## config.mk

```make
export PLATFORM = sky130hd
export DESIGN_NAME = ghost_mode_scheduler
export DESIGN_NICKNAME = d
export VERILOG_FILES = /design/src/rtl/ghost_mode_scheduler.sv
export SDC_FILE = /design/constraint.sdc
export NUM_CORES = 1
export LEC_CHECK = 0
export ABC_AREA = 1
export BUFFER_PORTS_ARGS = -buffer_cell sky130_fd_sc_hd__buf_2
export CAP_MARGIN = 20
export CORE_AREA = 8 8 62 64
export CTS_CLUSTER_SIZE = 30
export DETAILED_ROUTE_END_ITERATION = 12
export DIE_AREA = 0 0 70 72
export PLACE_DENSITY = 0.69
export SYNTH_ARGS = -nofsm -noshare
export SYNTH_HDL_FRONTEND = slang
export SYNTH_SLANG_ARGS = --single-unit
```

## constraint.sdc

```tcl
create_clock -name clk -period 1.55 [get_ports clk]
set_clock_uncertainty 0.15 [all_clocks]
set_input_delay 0.155 -clock clk [delete_from_list [all_inputs] [get_ports clk]]
set_output_delay 0.155 -clock clk [all_outputs]
set_load 0.1 [all_outputs]
```

## src/rtl/ghost_mode_scheduler.sv

```systemverilog
// rtl/ghost_mode_scheduler.sv - global ghost mode sequencer: SCATTER/CHASE waves with FRIGHTENED override
module ghost_mode_scheduler #(
    parameter int NUM_GHOSTS  = 4,
    parameter int SCATTER_SEC = 7,
    parameter int CHASE_SEC   = 20,
    parameter int FRIGHT_SEC  = 6,
    parameter int NUM_WAVES   = 4,
    parameter int CW          = 5
) (
    input  logic                  clk,
    input  logic                  reset,
    input  logic                  one_hz_enable,
    input  logic                  level_start,
    input  logic                  power_pellet,
    input  logic [NUM_GHOSTS-1:0] ghost_eaten,
    output logic [1:0]            mode,
    output logic [NUM_GHOSTS-1:0] fright_mask,
    output logic                  fright_ending,
    output logic                  reverse,
    output logic [2:0]            wave
);

    // State encoding doubles as the mode output code.
    typedef enum logic [1:0] {
        S_SCATTER = 2'b00,
        S_CHASE   = 2'b01,
        S_FRIGHT  = 2'b10,
        S_IDLE    = 2'b11
    } state_t;

    localparam logic [CW-1:0] SCATTER_LAST = CW'(SCATTER_SEC - 1);
    localparam logic [CW-1:0] CHASE_LAST   = CW'(CHASE_SEC - 1);
    localparam logic [CW-1:0] FRIGHT_LAST  = CW'(FRIGHT_SEC - 1);
    localparam logic [CW-1:0] FRIGHT_WARN  = CW'(FRIGHT_SEC - 2);
    localparam logic [2:0]    WAVE_LAST    = 3'(NUM_WAVES - 1);

    state_t                state_q, state_d;
    state_t                saved_q, saved_d;
    logic [CW-1:0]         phase_q, phase_d;
    logic [CW-1:0]         fcnt_q, fcnt_d;
    logic [NUM_GHOSTS-1:0] mask_q, mask_d;
    logic [NUM_GHOSTS-1:0] mask_left;
    logic                  rev_q, rev_d;
    logic [2:0]            wave_q, wave_d;

    always_ff @(posedge clk) begin
        if (reset) begin
            state_q <= S_IDLE;
            saved_q <= S_SCATTER;
            phase_q <= '0;
            fcnt_q  <= '0;
            mask_q  <= '0;
            rev_q   <= 1'b0;
            wave_q  <= '0;
        end else begin
            state_q <= state_d;
            saved_q <= saved_d;
            phase_q <= phase_d;
            fcnt_q  <= fcnt_d;
            mask_q  <= mask_d;
            rev_q   <= rev_d;
            wave_q  <= wave_d;
        end
    end

    always_comb begin
        state_d   = state_q;
        saved_d   = saved_q;
        phase_d   = phase_q;
        fcnt_d    = fcnt_q;
        mask_d    = mask_q;
        rev_d     = 1'b0;
        wave_d    = wave_q;
        mask_left = mask_q & ~ghost_eaten;

        if (level_start) begin
            state_d = S_SCATTER;
            wave_d  = '0;
            phase_d = '0;
            fcnt_d  = '0;
            mask_d  = '0;
        end else begin
            case (state_q)
                S_SCATTER, S_CHASE: begin
                    if (power_pellet) begin
                        // Wave timer is frozen, not cleared, so the phase resumes after fright.
                        state_d = S_FRIGHT;
                        saved_d = state_q;
                        fcnt_d  = '0;
                        mask_d  = '1;
                        rev_d   = 1'b1;
                    end else if (one_hz_enable) begin
                        if (state_q == S_SCATTER) begin
                            if (phase_q == SCATTER_LAST) begin
                                state_d = S_CHASE;
                                phase_d = '0;
                                rev_d   = 1'b1;
                            end else begin
                                phase_d = phase_q + 1'b1;
                            end
                        end else if (wave_q != WAVE_LAST) begin
                            if (phase_q == CHASE_LAST) begin
                                state_d = S_SCATTER;
                                wave_d  = wave_q + 3'd1;
                                phase_d = '0;
                                rev_d   = 1'b1;
                            end else begin
                                phase_d = phase_q + 1'b1;
                            end
                        end
                    end
                end
                S_FRIGHT: begin
                    if (power_pellet) begin
                        fcnt_d = '0;
                        mask_d = '1;
                        rev_d  = 1'b1;
                    end else if ((one_hz_enable && fcnt_q == FRIGHT_LAST) || mask_left == '0) begin
                        state_d = saved_q;
                        fcnt_d  = '0;
                        mask_d  = '0;
                    end else begin
                        mask_d = mask_left;
                        if (one_hz_enable) begin
                            fcnt_d = fcnt_q + 1'b1;
                        end
                    end
                end
                default: ;
            endcase
        end
    end

    assign mode          = state_q;
    assign fright_mask   = mask_q;
    assign fright_ending = (state_q == S_FRIGHT) && (fcnt_q >= FRIGHT_WARN);
    assign reverse       = rev_q;
    assign wave          = wave_q;

endmodule
```

# Word level (Yosys, flattened, before mapping)

Index checks and enable logic that the tools add are counted.

Register bits: 22
Input port bits: 9
Output and inout bits: 11
Word-level logic and storage cells: 77

$add $sub $neg: 3
Order comparisons: 1
Equality and inequality tests: 14
Mux-type cells: 31
Bitwise gates (word level): 5
Reduce and logical (&&, ||, !) cells: 16

Operators with widths:

| operator            | number |
|---|---|
| $mux 5              | 8 |
| $mux 2              | 9 |
| $ne 5x5->1 const B  | 3 |
| $mux 4              | 3 |
| $add 5x1->5 const B | 2 |
| $eq 5x3->1 const B  | 2 |
| $pmux 5 s2          | 1 |
| $ne 4x4->1 const B  | 2 |
| $pmux 4 s2          | 1 |
| $mux 1              | 7 |
| $reduce_and 7->1    | 1 |
| $ne 3x3->1 const B  | 2 |
| $reduce_and 3->1    | 2 |
| $reduce_and 6->1    | 1 |
| $eq 5x5->1 const B  | 1 |
| $ge 5x3->1 const B  | 1 |
| $and 4x4->4         | 1 |
| $logic_not 4->1     | 1 |
| $not 4->4           | 1 |
| $pmux 2 s2          | 1 |
| $reduce_and 4->1    | 1 |
| $reduce_bool 2->1   | 2 |
| $reduce_or 2->1     | 2 |
| $add 3x1->3 const B | 1 |
| 11 further kinds    | 14 |

# Longest topological paths before layout

Depth after elaboration: 8
Gate-level depth with buffers: 10
Mapped depth without buffers: 10

# Least setup slack after synthesis

No wires, ideal clock.

Path type: register to output
Start: reg state_q[1], in the netlist mode[1]
End: out fright_ending
Data arrival time: 2.921 ns
Required time: 1.245 ns
Setup slack: -1.676 ns
Cell stages (with the launch flop): 5
Cell sequence: dfxtp_1 -> inv_2 -> nor2_4 -> inv_4 -> a21oi_1

Longest elaborated chain between the ends: 2

Ends and longest elaborated chain:

| what                   | line | RTL |
|---|---|---|
| from (decl)            | 37   | `state_t state_q, state_d;` |
| from (signal assigned) | 56   | `state_q <= state_d;` |
| $eq 2x2->1             | 136  | `assign fright_ending = (state_q == S_FRIGHT) && (fcnt_q >= FRIGHT_WARN);` |
| $logic_and 1x1->1      | 136  |  |
| to (decl)              | 18   | `output logic fright_ending,` |

No other way between the ends.

# Worst setup path after layout

Start: reg wave_q[0], in the netlist wave[0]
End: reg state_q[1], in the netlist mode[1]

Longest elaborated chain between the ends: 3

Ends and longest elaborated chain:

| what                       | line | RTL |
|---|---|---|
| from (decl)                | 44   | `logic [2:0] wave_q, wave_d;` |
| from (signal assigned)     | 62   | `wave_q <= wave_d;` |
| $ne 3x2->1                 | 101  | `end else if (wave_q != WAVE_LAST) begin` |
| $ne 5x5->1 (no line)       | --   |  |
| $reduce_and 7->1 (no line) | --   |  |

No other way between the ends.
A chain may end at the register's enable or synchronous reset.

==> out/results.tsv <==
metric	value	unit
Site Rows	20	
total power	1.69	mW
final worst-path cycle share	103	%
initial antenna violation count	0	
Top cell by count, worst path	nand3_2	
port bufs	19	
CP max-delay cell	dfxtp_4	
Crit. End Element	flip-flop	
P&R area growth vs syn	51.3	%
Setup crit start kind	flip-flop	
Final Max Tran Viols	0	
Hold Crit Class	input pin to flip-flop	
DR vias/cell	5.30	
PwrDens	817	mW/mm^2
Synth Warn #	0	
drt wl/cell	14.1	um
Final setup viols	5	
critical path class	flip-flop to flip-flop	
syn avg cell area	7.28	um^2
CP top delay family	simple AND/OR/NAND/NOR gates	
placed cells	250	
Initial DRC Count	158	
Residual DRC	0	
pin count of the biggest net entering global routing	14	
post-DP HPWL	2.46	mm
post-place setup slack	-123	ps
Initial DRT Pass Iterations	4	
CTS clk-pin slew, worst paths	130	ps
Core ar.	0.00290	mm^2
Total Neg Setup Slack	-102	ps
Worst-Skew Late Latency	310	ps
fmax	0.625	GHz
Routed Antenna Nets	0	
Worst Setup SP	wave[0]	
Worst Slack Setup Final	-48.8	ps
H-Tree Depth	1	
die width	70	um
CTS Root Cell	clkbuf_4	
Fin Hold WS	18.3	ps
Worst path max stage delay	380	ps
GPL Wtd Cong	0.877	
TritonCTS buffer count	3	
layout cells sized above 1	49.4	%
Die Y	72	um
worst path buffer plus inverter count	1	
Worst-Margin Slew	537	ps
Inserted Diodes	0	
GRT Residual Overflow	0	
final wirelength	3.85	mm
I/O pins	20	
Clock Sinks	22	
Max Cap Viol	0	
largest area contributor in the netlist	dfxtp_1	
hold_sp	one_hz_enable	
Required @ worst endpoint	1610	ps
count of cell types in the netlist	33	
critical path arrival	1660	ps
top post-synthesis cells by area	dfxtp_1 32%, nand2_1 9.9%, nand3_1 7.3%	
Pleak	0.899	nW
Rel. slew slack	64.1	%
post-route non-filler standard cell count	274	
crit path cell chain	ha_4, ha_4, inv_2, nand3_2, nand3_2, nand2_2, nor2_4, nand3_2, nand2_2, nand3_2	
RSZ-0062 raised after global routing	yes	
Syn Nets	204	
Post-Syn Area	0.00137	mm^2
fin crit period	1600	ps
Gate Count Post-Synth	188	
Critical Path Fanout Max	4	
Initial Util	47.2	%
failing checks	negative setup slack	
post-synthesis sequential area ratio	32.2	%
worst reg2reg startpoint	wave[0]	
CTS Buffer Depth	2	
gr usage total	13.7	%
Synth Register Bits	22	
outcome	complete, but fails checks	
DIE AREA	0.00504	mm^2
CTS tree	yes	
Nets	258	
Worst VDD drop	0.000525	V
top-area cell type share of the netlist area	32.2	%
number of hold violations in the final report	0	
DR vias	1452	
vias in the first global route	1393	
first-pass GRT wire length	5.93	mm
[cell usage in the layout (no fill, tap or decap), types with 3 or more instances in the layout]
master         count
a21oi_2            3
nand2_2            6
nor2_1            12
buf_2             17
nor2_4             5
inv_2              9
nand4_1            7
buf_6              3
ha_1               3
nand3_2            7
buf_4             25
dlygate4sd3_1      4
nand3_1           13
ha_4               3
a21oi_1           10
dfxtp_4            9
o21ai_0            5
clkbuf_4           3
dfxtp_2            6
dfxtp_1            7
xor2_1             3
nand2_1           30
inv_1             20
[registers in the layout, indices dropped and copies added (netlist names)]
register / count
fcnt_q: 5
fright_mask: 4
mode: 2
phase_q: 5
reverse: 1
saved_q: 2
wave: 3
[cell type report]
class,instances,area (um^2)
clock buffers,4,47.5
fillers,219,832
inverters,32,125
multi-input cells,132,988
flip-flops and latches,22,482
well taps,33,41.3
repair buffers,51,387
[cell usage after synthesis, drive strengths merged]
library cell,instances
nand2,39
inv,31
dfxtp,22
nand3,21
nor2,20
a21oi,14
nand4,9
o21ai,9
ha,7
nor3,3
xor2,3
a211oi,2
buf,2
a221oi,1
a22oi,1
clkinv,1
nand3b,1
nor3b,1
o211a,1
[worst paths after layout]
| path | slack [ps] | to | cells past startpoint |
|---|---|---|---|
| worst max-delay path | -50 | mode[1] | 10 |
| worst min-delay path | 20 | fcnt_q[1] | 3 |
| worst max register to register | -50 | mode[1] | 10 |
| worst min register to register | 320 | wave[0] | 1 |
[through the flow]
step / utilization, % / instance area [um^2]
6_report: 71.3 / 2070
5_1_grt: 71.3 / 2070
3_3_place_gp: 58.2 / 1690
3_5_place_dp: 58.2 / 1690
4_1_cts: 64.3 / 1870
2_1_floorplan: - / 1470
[cells by family after synthesis]
group	Yosys count	synth area share, %
and+or+nand+nor	94	37.9
buffers and inverters	34	10.1
AOI/OAI and AO/OA	28	11.4
DFF	22	32.2
adders and majority gates	7	6.40
xor gates and xnor gates	3	1.92
[report_power, final]
part	total (mW)	leakage [nW]	internal, mW	switching [mW]
clock network	0.380	0.0261	0.197	0.183
logic	0.695	0.686	0.233	0.462
registers	0.617	0.187	0.591	0.0267
total	1.69	0.899	1.02	0.672
[tightest hold or removal path: stages]
cell     delay [ps]
buf_2           150
nand4_1         100
a21oi_1          50
[timing repair]
item                                    CTS  global route
endpoints found under the hold margin     6             0
resized for setup                         8            35
setup buffers                             7             9
endpoints found under the setup margin    9            17
hold buffers                              4             0
pin swaps                                 4            17
[per-layer routing]
metal  vias to the layer above  routed length, um  GRT usage [%]
li1                        727                  -              -
met1                       674               1630           15.8
met2                        39               1950           24.2
met3                        12                187           2.46
met4                         0                 89           5.58
met5                         -                  0              0
Power figures use the tool's default switching activity.
